`config.mk`:
```
export PLATFORM = sky130hd
export DESIGN_NAME = stimulus_conditioner
export DESIGN_NICKNAME = d
export VERILOG_FILES = /design/src/rtl/stimulus_conditioner.sv
export SDC_FILE = /design/constraint.sdc
export NUM_CORES = 1
export LEC_CHECK = 0
export ABC_AREA = 1
export CORE_MARGIN = 3
export CORE_UTILIZATION = 50
export CTS_BUF_LIST = sky130_fd_sc_hd__clkbuf_8
export DETAILED_ROUTE_END_ITERATION = 7
export GPL_TIMING_DRIVEN = 1
export MAX_ROUTING_LAYER = met4
export PLACE_DENSITY = 0.79
export SLEW_MARGIN = 10
export SYNTH_ARGS = -nofsm -noshare
export SYNTH_HDL_FRONTEND = slang
export SYNTH_SLANG_ARGS = --single-unit
```
`constraint.sdc`:
```
create_clock -name clk -period 1.2 [get_ports clk]
set_input_delay 0.24 -clock clk [delete_from_list [all_inputs] [get_ports clk]]
set_output_delay 0.24 -clock clk [all_outputs]
set_load 0.005 [all_outputs]
```
`src/rtl/stimulus_conditioner.sv`:
```
// stimulus_conditioner
//   Turns N raw, asynchronous button/sensor levels into clean debounced
//   levels plus "pending event" bits that the consumer clears with a tick.
//
//   Parameters
//     N            number of stimulus channels
//     DEBOUNCE     cycles a changed (synchronised) sample must persist (2..256)
//     REPEAT_TICKS ticks between auto-repeat events (1..255)
//
//   Ports
//     clk          single clock, all state on the rising edge
//     rst          synchronous active-high reset
//     stim_raw     raw asynchronous levels, one bit per channel
//     tick         one-cycle consume strobe, clears every pending event
//     clr_ovr      clears all overrun flags
//     stim_level   debounced level per channel (registered)
//     stim_out     pending event per channel, held until a tick (registered)
//     event_any    combinational OR of stim_out
//     overrun      sticky per-channel "event lost" flag (registered)
//
//   Optional feature
//     Define STIM_AUTOREPEAT_EN to re-raise an event every REPEAT_TICKS ticks
//     while a channel stays pressed. Without it each press yields one event.

module stimulus_conditioner #(
  parameter int N            = 7,
  parameter int DEBOUNCE     = 16,
  parameter int REPEAT_TICKS = 8
) (
  input  logic         clk,
  input  logic         rst,
  input  logic [N-1:0] stim_raw,
  input  logic         tick,
  input  logic         clr_ovr,
  output logic [N-1:0] stim_level,
  output logic [N-1:0] stim_out,
  output logic         event_any,
  output logic [N-1:0] overrun
);

  // Counter only ever needs to reach DEBOUNCE-1 before it is cleared.
  localparam int            CW       = $clog2(DEBOUNCE + 1);
  localparam logic [CW-1:0] CNT_LAST = CW'(DEBOUNCE - 1);

  logic [N-1:0]  sync_a;
  logic [N-1:0]  sync_b;
  logic [CW-1:0] deb_cnt     [N];
  logic [CW-1:0] deb_cnt_nxt [N];
  logic [N-1:0]  level_nxt;
  logic [N-1:0]  rise;
  logic [N-1:0]  rep_fire;
  logic [N-1:0]  new_evt;
  logic [N-1:0]  out_nxt;
  logic [N-1:0]  ovr_nxt;

  // Debounce: a sample that disagrees with the current level must survive
  // DEBOUNCE consecutive edges; any agreeing sample restarts the count.
  always_comb begin
    level_nxt = stim_level;
    for (int ch = 0; ch < N; ch++) begin
      deb_cnt_nxt[ch] = deb_cnt[ch];
      if (sync_b[ch] == stim_level[ch]) begin
        deb_cnt_nxt[ch] = '0;
      end else if (deb_cnt[ch] == CNT_LAST) begin
        deb_cnt_nxt[ch] = '0;
        level_nxt[ch]   = sync_b[ch];
      end else begin
        deb_cnt_nxt[ch] = deb_cnt[ch] + CW'(1);
      end
    end
  end

  assign rise = level_nxt & ~stim_level;

`ifdef STIM_AUTOREPEAT_EN
  localparam int            RW       = (REPEAT_TICKS > 1) ? $clog2(REPEAT_TICKS) : 1;
  localparam logic [RW-1:0] REP_LAST = RW'(REPEAT_TICKS - 1);

  logic [RW-1:0] rep_cnt     [N];
  logic [RW-1:0] rep_cnt_nxt [N];

  // Auto-repeat: count consume ticks while the debounced level is high and
  // raise a fresh event on every REPEAT_TICKS-th one; a released channel
  // starts over from zero.
  always_comb begin
    rep_fire = '0;
    for (int ch = 0; ch < N; ch++) begin
      rep_cnt_nxt[ch] = rep_cnt[ch];
      if (!stim_level[ch]) begin
        rep_cnt_nxt[ch] = '0;
      end else if (tick) begin
        if (rep_cnt[ch] == REP_LAST) begin
          rep_cnt_nxt[ch] = '0;
          rep_fire[ch]    = 1'b1;
        end else begin
          rep_cnt_nxt[ch] = rep_cnt[ch] + RW'(1);
        end
      end
    end
  end

  // Repeat counter state.
  always_ff @(posedge clk) begin
    if (rst) begin
      for (int ch = 0; ch < N; ch++) rep_cnt[ch] <= '0;
    end else begin
      for (int ch = 0; ch < N; ch++) rep_cnt[ch] <= rep_cnt_nxt[ch];
    end
  end
`else
  // No auto-repeat: a press produces exactly one event.
  always_comb begin
    rep_fire = '0;
  end
`endif

  // Event bookkeeping. A tick consumes everything pending, but an event
  // arriving on the same edge survives it. An event landing on a still
  // pending, unconsumed bit is lost and flagged; a new flag beats clr_ovr.
  always_comb begin
    new_evt = rise | rep_fire;
    out_nxt = tick ? new_evt : (stim_out | new_evt);
    ovr_nxt = (clr_ovr ? '0 : overrun) | (new_evt & stim_out & ~{N{tick}});
  end

  // All state registers; reset overrides tick and clr_ovr.
  always_ff @(posedge clk) begin
    if (rst) begin
      sync_a     <= '0;
      sync_b     <= '0;
      stim_level <= '0;
      stim_out   <= '0;
      overrun    <= '0;
      for (int ch = 0; ch < N; ch++) deb_cnt[ch] <= '0;
    end else begin
      sync_a     <= stim_raw;
      sync_b     <= sync_a;
      stim_level <= level_nxt;
      stim_out   <= out_nxt;
      overrun    <= ovr_nxt;
      for (int ch = 0; ch < N; ch++) deb_cnt[ch] <= deb_cnt_nxt[ch];
    end
  end

  assign event_any = |stim_out;

endmodule
```
==> summary.md <==
| Metric | Value |
|---|---|
| Status | finished, violations left |
| Violated checks | setup timing |
| Routed wl met2 | roughly 3.9 mm |
| Setup slack after layout | -165 ps |
| Hold endpoint | sync_a[3]$_SDFF_PP0_ |
| CP endpoint kind | primary output |
| Max IR drop VDD | between 700 and 800 uV |
| Root Driver | clkbuf_8 |
| Leakage | about 1.9 nW |
| Worst Skew | about 6 ps |
| Min cycle time layout | 1360 ps |
| Hold-critical path depth | 3 |
| Worst slew pin tran | 253 ps |
| Io pins | 33 |
| Most common cell after layout, fill and taps aside | inv_1 |
| Gr ovfl total | 0 |
| Gp weighted congestion | about 0.77 |
| Syn avg cell area | approximately 8 um2 |
| Pwr Density | a little over 1000 nW/um2 |
| Dpl hpwl | 3.77 mm |
| Initial DRC count | 129 |
| Final setup fails | 36 |
| Starting Density | approximately 52% |
| Core area | about 5200 um2 |
| Vias in the first global route | 2338 |
| Startpoint types | flip-flop |
| CP peak stage delay | 330 ps |
| Final wirelength | around 7.2 mm |
| Hold Path Class | input port to flip-flop |
| Max Slew Vio Count | 0 |
| Kind of cell adding the most delay to the critical path | flip-flops |
| Clk_lat worst skew | about 350 ps |
| Fill count | 276 |
| Post-route ant nets | 0 |
| Port bufs | 32 |
| Synth Warn # | 0 |
| Die width | 79.7 um |
| N_diodes | 0 |
| Pin count of the biggest net entering global routing | 22 |
| Hold Startpoint | stim_raw[3] |
| Highest metal used | met4 |
| # DRC | 0 |
| R2R setup slack | -120 ps |
| Req. time, crit path | roughly 960 ps |
| Hold_buf cts | 0 |
| R2R cell count | 8 |
| Initial DRT Pass Iterations | 5 |
| Clock transition at the registers of the reported paths | about 70 ps |
| Max Cap Viol | 0 |
| WHS | around 400 ps |
| Die area | roughly 6300 um2 |
| Max-slew headroom | between 80% and 90% |
| Tot GR Track Use | between 20% and 30% |
| CTS tree | built |
| Fmax | around 730 MHz |
| Die height | 79.7 um |
| Initial antenna violation count | 0 |
| Syn Nets | 368 |
| Num rows | 26 |
| Synth cell types | 20 |
| Sequential cell area fraction in the yosys report | about half |
| H-tree levels | 3 |
| Clock sinks | 70 |
| Worst path arrival time | approximately 1100 ps |
| Commonest cells after routing, fill and taps aside | 64 x inv_1, 55 x buf_4, 52 x nor2_1, 40 x dfxtp_1, 35 x nand2_1 |
| R2r startpoint | deb_cnt[5][1]$_SDFF_PP0_ |
| Post-synthesis cell count | 343 |
| Tcrit/Tclk final | 114% |
| Share of cells above drive strength 1 | 46.4% |
| Synthesis-stage register bit count | 70 |
| Synthesis-to-finish area growth | 58.6% |
| Cell Area, Synth | around 2700 um2 |
| Routed wl met3 | approximately 360 um |
| Kind of critical path | flip-flop to primary output |
| Clock Path Buffers | 2 |
| DR vias/cell | 4.94 |
| Final hold violation count | 0 |
| WL per Instance | roughly 14 um |
| Sum of negative setup slack | -1380 ps |
| CP max FO | 2 |
| Worst path slowest cell | dfxtp_2 |
| DR vias | around 2500 |
| FF-to-FF End | overrun[5]$_SDFF_PP0_ |
| Nets | between 400 and 500 |
| CP Buf/Inv Count | 1 |
| Metal-1 WL | 2.83 mm |
| RSZ-0062 raised after global routing | true |
| First-pass GRT wire length | 9.97 mm |
| Total CTS buffers | 9 |
| Critical path cell sequence | nor3_2 -> nand4_1 -> buf_2 |
registers in the layout (all words and copies together), names as in the netlist:
register / cells
sync_a: 7
stim_level: 7
deb_cnt: 35
stim_out: 7
overrun: 7
sync_b: 7
synth_stat cells:
master	instances	share of area [%]
nor2_1	87	12
dfxtp_1	70	52
inv_1	62	8.6
nand2_1	51	7.1
ha_1	14	6.5
a21oi_1	13	2.4
nand3_1	9	1.7
nand4_1	8	1.8
nand3_2	5	1.8
nor3_2	4	1.5
o21ai_0	4	0.74
buf_6	3	1.2
nor3_1	3	0.55
a21oi_2	2	0.65
buf_2	2	0.37
o21ai_1	2	0.37
a211oi_1	1	0.28
nand2_2	1	0.23
nor2_2	1	0.23
xnor2_1	1	0.32
worst max path at each step:
stage	startpoint	endpoint	slack [ps]	cells after the start
5_1_grt	stim_out[6]$_SDFF_PP0_	event_any	-210	3
2_1_floorplan	deb_cnt[1][0]$_SDFF_PP0_	overrun[1]$_SDFF_PP0_	-20	8
4_1_cts	stim_out[6]$_SDFF_PP0_	event_any	-150	3
3_5_place_dp	rst	deb_cnt[5][2]$_SDFF_PP0_	-200	5
6_report	stim_out[6]$_SDFF_PP0_	event_any	-160	3
3_3_place_gp	rst	deb_cnt[5][2]$_SDFF_PP0_	-150	5
report_power, final:
group / switching (mW) / total (mW) / internal [mW]
logic: 0.113 / 0.212 / 0.0984
clock network: 0.837 / 1.79 / 0.951
registers: 0.0238 / 2.37 / 2.35
tightest hold or removal path, delay by kind of cell:
kind / cells / cell delay [ps]
buffers and inverters: 2 / 440
AND/OR/NAND/NOR: 1 / 30
through the flow:
| step | power (mW) | worst slack, ps | cells | util (%) | instance area [um2] |
|---|---|---|---|---|---|
| finish | 4.37 | -165 | 514 | 83.2 | 4300 |
| global route | 4.50 | -209 | 514 | 83.2 | 4300 |
| CTS | 4.33 | -151 | 504 | 76.1 | 3940 |
| detailed placement | 2.58 | -196 | 481 | 67.0 | 3470 |
| global placement | 2.58 | -154 | 481 | 67.0 | 3470 |
| floorplan | 2.51 | -20.7 | 343 | - | 2780 |
per-layer routing:
metal  global-route usage, %  vias up
li1                        -     1249
met1                    22.9     1207
met2                    36.5       66
met3                    3.84       19
met5                       -        -
met4                    10.8        0
timing repair:
item / 4_1_cts / 5_1_grt
resized for setup: 131 / 67
setup buffers: 8 / 10
endpoints found under the setup margin: 68 / 61
pin swaps: 39 / 33
kinds of logic after synthesis:
family | synth area share, %
fa+ha+maj | 6.46
compound gates | 4.43
flops | 51.7
buf+inv | 10.2
xor+xnor | 0.323
simple gates | 26.9
final cells by class:
class	instances	area (um2)	area share, %
multi-input combinational	206	1610	37.5
sequential	70	1440	33.5
timing repair buffer	91	741	17.2
inverter	62	233	5.41
clock buffer	13	179	4.16
tap	70	87.6	2.04
clock inverter	2	7.51	0.175
(Power assumes the default switching activity.)
